### src/rtl/tx_word_arbiter.sv
// tx_word_arbiter
//   Round-robin scheduler sharing one DataSender/UART byte-serialiser path
//   between N_CH producers of WORD_W-bit words. The winning word is latched
//   onto sender_data, a one-cycle sender_start is issued, and byte_done pulses
//   are counted until BYTES_PER_WORD bytes have gone out.
//
// Optional feature: define TX_ARB_TIMEOUT_EN to build a per-byte watchdog.
//   The word is abandoned after TIMEOUT_CYCLES SEND cycles without byte_done,
//   and the sticky timeout_err flag is set. Without the macro timeout_err is 0.
//
// Ports
//   clk          system clock, rising edge
//   rst          synchronous active-high reset
//   req          per-channel request, held with stable data until ack
//   data_in      channel words, channel i at [i*WORD_W +: WORD_W]
//   ack          one-cycle pulse to the granted channel
//   sender_data  word presented to DataSender dataIn (held until next capture)
//   sender_start one-cycle pulse to DataSender transmission_started
//   byte_done    transmission_done from the byte transmitter
//   grant_idx    index of the channel currently or last served
//   busy         high from capture until the last byte_done is consumed
//   timeout_err  sticky watchdog flag
module tx_word_arbiter #(
    parameter int N_CH           = 4,
    parameter int WORD_W         = 40,
    parameter int BYTES_PER_WORD = 5,
    parameter int TIMEOUT_CYCLES = 100000
) (
    input  logic                     clk,
    input  logic                     rst,
    input  logic [N_CH-1:0]          req,
    input  logic [N_CH*WORD_W-1:0]   data_in,
    output logic [N_CH-1:0]          ack,
    output logic [WORD_W-1:0]        sender_data,
    output logic                     sender_start,
    input  logic                     byte_done,
    output logic [$clog2(N_CH)-1:0]  grant_idx,
    output logic                     busy,
    output logic                     timeout_err
);

    localparam int IDX_W = $clog2(N_CH);
    localparam int CNT_W = $clog2(BYTES_PER_WORD + 1);
    localparam logic [CNT_W-1:0] LAST_BYTE = CNT_W'(BYTES_PER_WORD - 1);

    localparam logic [1:0] ST_IDLE  = 2'd0;
    localparam logic [1:0] ST_START = 2'd1;
    localparam logic [1:0] ST_SEND  = 2'd2;

    if (N_CH < 2 || N_CH > 8 || WORD_W != BYTES_PER_WORD * 8 || TIMEOUT_CYCLES < 1) begin : g_param_check
        $error("tx_word_arbiter: illegal parameter combination");
    end

    logic [1:0]        state;
    logic [IDX_W-1:0]  last;
    logic [CNT_W-1:0]  byte_cnt;
    logic [IDX_W-1:0]  winner;
    logic [WORD_W-1:0] winner_word;

    // Scan last+N_CH down to last+1 so the candidate closest to last+1 is
    // written last and therefore wins; the just-served channel (offset N_CH)
    // ends up with the lowest priority.
    always_comb begin
        logic [IDX_W-1:0] cand;
        winner = last;
        cand   = last;
        for (int k = N_CH; k >= 1; k--) begin
            cand = IDX_W'((int'(last) + k) % N_CH);
            if (req[cand]) begin
                winner = cand;
            end
        end
        winner_word = data_in[winner*WORD_W +: WORD_W];
    end

`ifdef TX_ARB_TIMEOUT_EN
    localparam int TO_W = $clog2(TIMEOUT_CYCLES + 1);
    localparam logic [TO_W-1:0] TO_LAST = TO_W'(TIMEOUT_CYCLES - 1);
    logic [TO_W-1:0] to_cnt;
    logic            timeout_q;
    assign timeout_err = timeout_q;
`else
    assign timeout_err = 1'b0;
`endif

    always_ff @(posedge clk) begin
        if (rst) begin
            state        <= ST_IDLE;
            ack          <= '0;
            sender_start <= 1'b0;
            sender_data  <= '0;
            grant_idx    <= '0;
            busy         <= 1'b0;
            byte_cnt     <= '0;
            last         <= IDX_W'(N_CH - 1);
`ifdef TX_ARB_TIMEOUT_EN
            to_cnt       <= '0;
            timeout_q    <= 1'b0;
`endif
        end else begin
            ack          <= '0;
            sender_start <= 1'b0;
            case (state)
                // IDLE -> START: capture the winner's word at the request edge
                ST_IDLE: begin
                    if (|req) begin
                        sender_data  <= winner_word;
                        grant_idx    <= winner;
                        busy         <= 1'b1;
                        ack[winner]  <= 1'b1;
                        sender_start <= 1'b1;
                        state        <= ST_START;
                    end
                end
                // START -> SEND: byte_done is deliberately ignored here
                ST_START: begin
                    byte_cnt <= '0;
                    state    <= ST_SEND;
`ifdef TX_ARB_TIMEOUT_EN
                    to_cnt   <= '0;
`endif
                end
                // SEND -> IDLE: after the final byte (or a watchdog expiry)
                ST_SEND: begin
                    if (byte_done) begin
                        if (byte_cnt == LAST_BYTE) begin
                            state    <= ST_IDLE;
                            busy     <= 1'b0;
                            last     <= grant_idx;
                            byte_cnt <= '0;
                        end else begin
                            byte_cnt <= byte_cnt + CNT_W'(1);
                        end
                    end
`ifdef TX_ARB_TIMEOUT_EN
                    if (byte_done) begin
                        to_cnt <= '0;
                    end else if (to_cnt == TO_LAST) begin
                        state     <= ST_IDLE;
                        busy      <= 1'b0;
                        last      <= grant_idx;
                        byte_cnt  <= '0;
                        to_cnt    <= '0;
                        timeout_q <= 1'b1;
                    end else begin
                        to_cnt <= to_cnt + TO_W'(1);
                    end
`endif
                end
                default: state <= ST_IDLE;
            endcase
        end
    end

endmodule
### config.mk
export PLATFORM = sky130hd
export DESIGN_NAME = tx_word_arbiter
export DESIGN_NICKNAME = d
export VERILOG_FILES = /design/src/rtl/tx_word_arbiter.sv
export SDC_FILE = /design/constraint.sdc
export NUM_CORES = 1
export LEC_CHECK = 0
export ABC_CLOCK_PERIOD_IN_PS = 2130
export BUFFER_PORTS_ARGS = -buffer_cell sky130_fd_sc_hd__buf_2
export CAP_MARGIN = 20
export CORE_UTILIZATION = 45
export DETAILED_ROUTE_END_ITERATION = 10
export MAX_ROUTING_LAYER = met4
export PLACE_DENSITY = 0.93
export REMOVE_ABC_BUFFERS = 1
export SYNTH_ARGS = -nofsm -noshare
export SYNTH_HDL_FRONTEND = slang
export SYNTH_SLANG_ARGS = --single-unit
### constraint.sdc
create_clock -name clk -period 2.13 [get_ports clk]
set_clock_uncertainty 0.05 [all_clocks]
set_input_delay 0.3195 -clock clk [delete_from_list [all_inputs] [get_ports clk]]
set_output_delay 0.3195 -clock clk [all_outputs]
set_load 0.03 [all_outputs]
# == Word level (Yosys, flattened, before mapping) ==
# Index checks and enable logic that the tools add are counted.
# word_totals
input_bits,167
elab_cells,67
register_bits,55
# classes
muxes,26
order_cmp,6
n_bitwise,2
n_reduce_logical,12
n_mul,1
shift,1
eq_ne,6
addsub,5
# ops
op,n
$shiftx 160x9->40,1
$lt 2x3->1 const B,5
$mux 2,7
$mux 1,9
$bmux 1 s2,4
$mux 3,2
$ne 2x2->1 const B,3
$pmux 2 s3,1
$pmux 3 s2,1
$reduce_and 3->1,2
$mul 2x3->5 const B,1
$add 2x1->2 const B,2
$add 2x2->2 const B,2
$reduce_and 2->1,2
$reduce_and 4->1,1
$reduce_bool 2->1,2
$reduce_or 4->1,1
$add 3x1->3 const B,1
$eq 3x3->1 const B,1
$reduce_or 3->1,1
$demux 1 s2,1
$eq 2x1->1 const B,1
$eq 2x2->1 const B,1
$ge 2x1->1 const B,1
5 further kinds,6

# == Depth between registers and ports, before layout ==
# logic_depth
word_depth,11
depth_mapped,8
depth_no_buf,6

# == Worst setup path after synthesis ==
# Ideal clock, no wire load.
# synth_path
kind,input port to flip-flop
from,input req[2]
to,register sender_data[20]
arrival_time_ns,1.563
slack_ns,0.382
t_required_ns,1.945
path_stages,8
path_buffers,3
cell_sequence,buf_4 > o21bai_1 > a22o_1 > a22o_1 > buf_2 > buf_6 > a221oi_2 > a211oi_1
# synth_via
elab_chain_len,8
# synth_lines
item,line,text
"start, declared",31,"input logic [N_CH-1:0] req,"
$bmux 1 s2,69,if (req[cand]) begin
$mux 1 (not written as such),69,
$mux 2 (4 in series),69,
$mul 2x3->5,73,winner_word = data_in[winner*WORD_W +: WORD_W];
$shiftx 160x9->40,73,
"end signal, assigned",107,sender_data <= winner_word;
"end, declared",34,"output logic [WORD_W-1:0] sender_data,"
# Several ways; a longest one is shown, not always the timed one. The select of a mux whose other input is x is not followed.
# A chain may end at the register's enable or synchronous reset.

# == Worst setup path in the final report ==
# layout_path
from,register last[0]
to,register sender_data[36]
# layout_via
elab_chain_len,9
# layout_lines
item,line,text
"start, declared",55,logic [IDX_W-1:0] last;
"start signal, assigned",95,last <= IDX_W'(N_CH - 1);
"start signal, assigned",129,last <= grant_idx;
$add 2x1->2,68,cand = IDX_W'((int'(last) + k) % N_CH);
$bmux 1 s2,69,
$mux 1 (not written as such),69,
$mux 2 (3 in series),69,
$mux 2 *,69,
$mul 2x3->5 *,73,
$shiftx 160x9->40 *,73,
# Mark *: on every way between the ends. The rest lies on a longest branch, timed or not. The select of a mux whose other input is x is not followed.

==> results.py <==
metrics = {
    "global_route": {
        "grtUsageTotal": 0.296,
        "grt_antenna_before_repair": 0,
        "via_count_of_the_first_global_routing_pass": 4232,
        "grt_max_degree": 49,
        "grt_remaining_overflow": 0,
        "grt_pass1_wl_mm": 20.1,
    },
    "worst_setup_path": {
        "reg2reg_slack_ps": 150,
        "critical_path.slowest_cell": "sky130_fd_sc_hd__dfxtp_2",
        "crit_start": "last[0]$_SDFFE_PP1P_",
        "critical_path.cell_chain": "or2b_4, a21oi_4, buf_12, o31a_1, o21ai_0, a211oi_1",
        "worst_setup_path_endpoint": "sender_data[36]$_SDFFE_PP0P_",
        "cp_slowest_stage_delay_ps": 470,
        "r2r-start": "last[0]$_SDFFE_PP1P_",
        "worstSetupEndpointType": "flip-flop",
        "timing_worst_setup_path_type": "flip-flop to flip-flop",
        "cp.arrival_ps": 2150,
        "cp_max_fo": 48,
        "worst_r2r_endpoint": "sender_data[36]$_SDFFE_PP0P_",
        "timing.critical_path.required_ps": 2300,
        "critPathLaunchType": "flip-flop",
        "worst_reg_to_reg_cells": 6,
    },
    "synthesis": {
        "async_flop_share": 0,
        "synth_cell_type_count": 44,
        "syn_avg_cell_area_um2": 8.71,
        "post_synth_and_or_nand_nor_area_fraction": 0.205,
        "syn_warnings": 0,
        "ys_ff_latch": 55,
        "synth-edff-count": 0,
        "post_synth_fa_ha_maj_area_fraction": 0.00652,
        "post_synthesis_instance_total": 441,
        "synth-main-ff-cell": "sky130_fd_sc_hd__dfxtp_1",
        "post_synth_xor_area_fraction": 0,
        "synth.area.mux_share": 0.00293,
        "dominant_combinational_cell_family_by_area_after_synthesis": "compound AO/OA/AOI/OAI gates",
        "synth_area_um2": 3840,
        "register_area_share_after_synthesis": 0.287,
        "synth-compound-area-share": 0.416,
    },
    "power_and_ir_drop": {
        "power.leakage_nw": 2.16,
        "power.net_switching_mw": 1.26,
        "power_per_cell_area_nw_per_um2": 634,
        "share_of_power_burned_in_the_clock_network": 0.201,
        "share_seq_of_total_power": 0.386,
        "p_sw_frac": 0.387,
        "power_frac_comb": 0.412,
        "power.total_mw": 3.25,
        "vdd_ir_drop_max_mv": 0.293,
        "internal_power_mw": 1.99,
    },
    "placement": {
        "pre_cts_slack_ps": 86.5,
        "finalWeightedCongestion": 0.823,
        "detailed_place_hpwl_mm": 9.37,
        "place.port_buffers": 214,
    },
    "cells_and_area": {
        "sequential_cell_area_um2": 1100,
        "final_core_util": 0.623,
        "mostFrequentLayoutCell": "sky130_fd_sc_hd__buf_2",
        "syn2layout_area_growth_pct": 33.4,
        "layout_common_cells": "sky130_fd_sc_hd__buf_2, sky130_fd_sc_hd__dfxtp_1, sky130_fd_sc_hd__nor2_1, sky130_fd_sc_hd__o31a_1",
        "finalNetCount": 791,
        "layout.filler_cells": 683,
        "multi_input_comb_area_um2": 2440,
        "drive_above_1_share": 0.454,
        "antennaDiodeCount": 0,
    },
    "sta": {
        "final_critical_path_setup_slack_ps": 149,
        "maxSlewViolCount": 0,
        "hold-worst-slack_ps": 316,
        "maxSlewHeadroom": 0.506,
        "setup_repair_after_global_routing_missed_its_margin": "no",
        "hold_violations": 0,
        "max_slew.worst_pin.slew_ps": 730,
        "final_setup_violations": 0,
        "fin_crit_sh": 0.930,
        "clock.fmax_mhz": 505,
        "tns_ps": 0,
        "minimum_clock_period_ps": 1980,
    },
    "cts": {
        "max-clock-path-buffers": 2,
        "clock_latency_ps": 310,
        "holdBufCountCts": 0,
        "tritoncts.num_buffers": 5,
        "h-tree-depth": 2,
        "clock_tree.root_cell": "sky130_fd_sc_hd__clkbuf_8",
        "tritoncts": "built",
        "cts.reportedPaths.clkPinSlew_ps": 100,
        "tritoncts_num_sinks": 55,
        "post_cts_buffers": 0,
    },
    "floorplanning": {
        "row_count": 33,
        "floorplan.initialDensity": 0.467,
        "die-height_um": 94.4,
        "boundaryPins": 216,
        "fp.dieW_um": 94.4,
        "dieArea_um2": 8910,
        "core_area_um2": 8220,
    },
    "routing": {
        "antenna_violating_nets_post_route": 0,
        "drt_drc_violations_left": 0,
        "violation_count_after_the_first_detailed_routing_iteration": 280,
        "detailedRoute.firstPassIterationCount": 5,
        "drt-vias-per-instance": 6.13,
        "route.detailed.wl_per_inst_um": 17.8,
        "overall_via_count_from_detail_route": 4463,
        "sum_of_routed_wire_length_over_all_layers_mm": 12.9,
    },
    "worst_hold_path": {
        "min_delay_path_depth": 3,
        "hold_class": "primary input to flip-flop",
    },
    "job": {
        "cap_viol_max_count": 0,
    },
    "outcome": {
        "status": "finished clean",
    },
}
## cell usage after synthesis (all sizes together) (6+ instances only)
master	number	area, um^2
nor2b	6	37.5
o21bai	7	52.6
dfxtp	55	1100
a211oi	41	313
buf	31	196
nor2	52	198
o21ai	41	216
a221oi	40	532
clkbuf	28	109
nor4b	40	350
nand2	14	52.6
o31a	41	359
## sequential cells by signal, indices dropped and copies added (netlist names)
| name | flops |
|---|---|
| state | 2 |
| ack | 4 |
| grant_idx | 2 |
| busy | 1 |
| last | 2 |
| sender_data | 40 |
| byte_cnt | 3 |
| sender_start | 1 |
## layout make-up
type | instances | share of cell area
Timing Repair Buffer | 233 | 0.259
Clock inverter | 1 | 0.00147
Inverter | 3 | 0.00220
Clock buffer | 7 | 0.0188
Multi-Input combinational cell | 324 | 0.477
Tap cell | 105 | 0.0257
Sequential cell | 55 | 0.215
## through the flow
step,area (um^2),instances
6_report,5120,728
5_1_grt,5120,728
4_1_cts,5120,728
3_5_place_dp,5010,720
3_3_place_gp,5010,720
2_1_floorplan,3530,382
## layer usage
metal	track usage	routed length [um]
met5	-	0
met4	0.132	348
met3	0.0515	985
met2	0.511	6470
met1	0.332	5120
## kinds of logic (layout without fill, tap and decap cells)
kind of cell	after synthesis	after routing
AOI/OAI and AO/OA	185	185
and+or+nand+nor	135	135
buffers and inverters	62	244
DFF	55	55
adders and majority gates	2	2
other	1	1
muxes	1	1
## power groups by stage
stage | registers (mW) | logic (mW) | clock network [mW]
3_5_place_dp | 1.28 | 1.33 | 0
2_1_floorplan | 1.52 | 0.555 | 0
3_3_place_gp | 1.27 | 1.29 | 0
6_report | 1.25 | 1.34 | 0.654
5_1_grt | 1.27 | 1.45 | 0.699
4_1_cts | 1.25 | 1.33 | 0.658
## worst min-delay path by stage
stage,start,endpoint,slack (ps)
after detailed placement,grant_idx[1]$_SDFFE_PP0P_,grant_idx[1]$_SDFFE_PP0P_,430
final,data_in[30],sender_data[30]$_SDFFE_PP0P_,320
after global routing,data_in[30],sender_data[30]$_SDFFE_PP0P_,310
after global placement,grant_idx[1]$_SDFFE_PP0P_,grant_idx[1]$_SDFFE_PP0P_,420
after floorplan,rst,grant_idx[1]$_SDFFE_PP0P_,340
after CTS,data_in[30],sender_data[30]$_SDFFE_PP0P_,310
## critical path, delay by kind of cell, from the launching register on
kind	cells	cell delay, ps
AO/OA/AOI/OAI	4	750
buffers and inverters	1	260
flip-flops	1	470
AND/OR/NAND/NOR	1	330
## timing repair
item	in CTS	in global routing
resized for setup	0	2
endpoints found under the hold margin	0	0
setup endpoints to repair	0	30
Power figures use the tool's default switching activity.
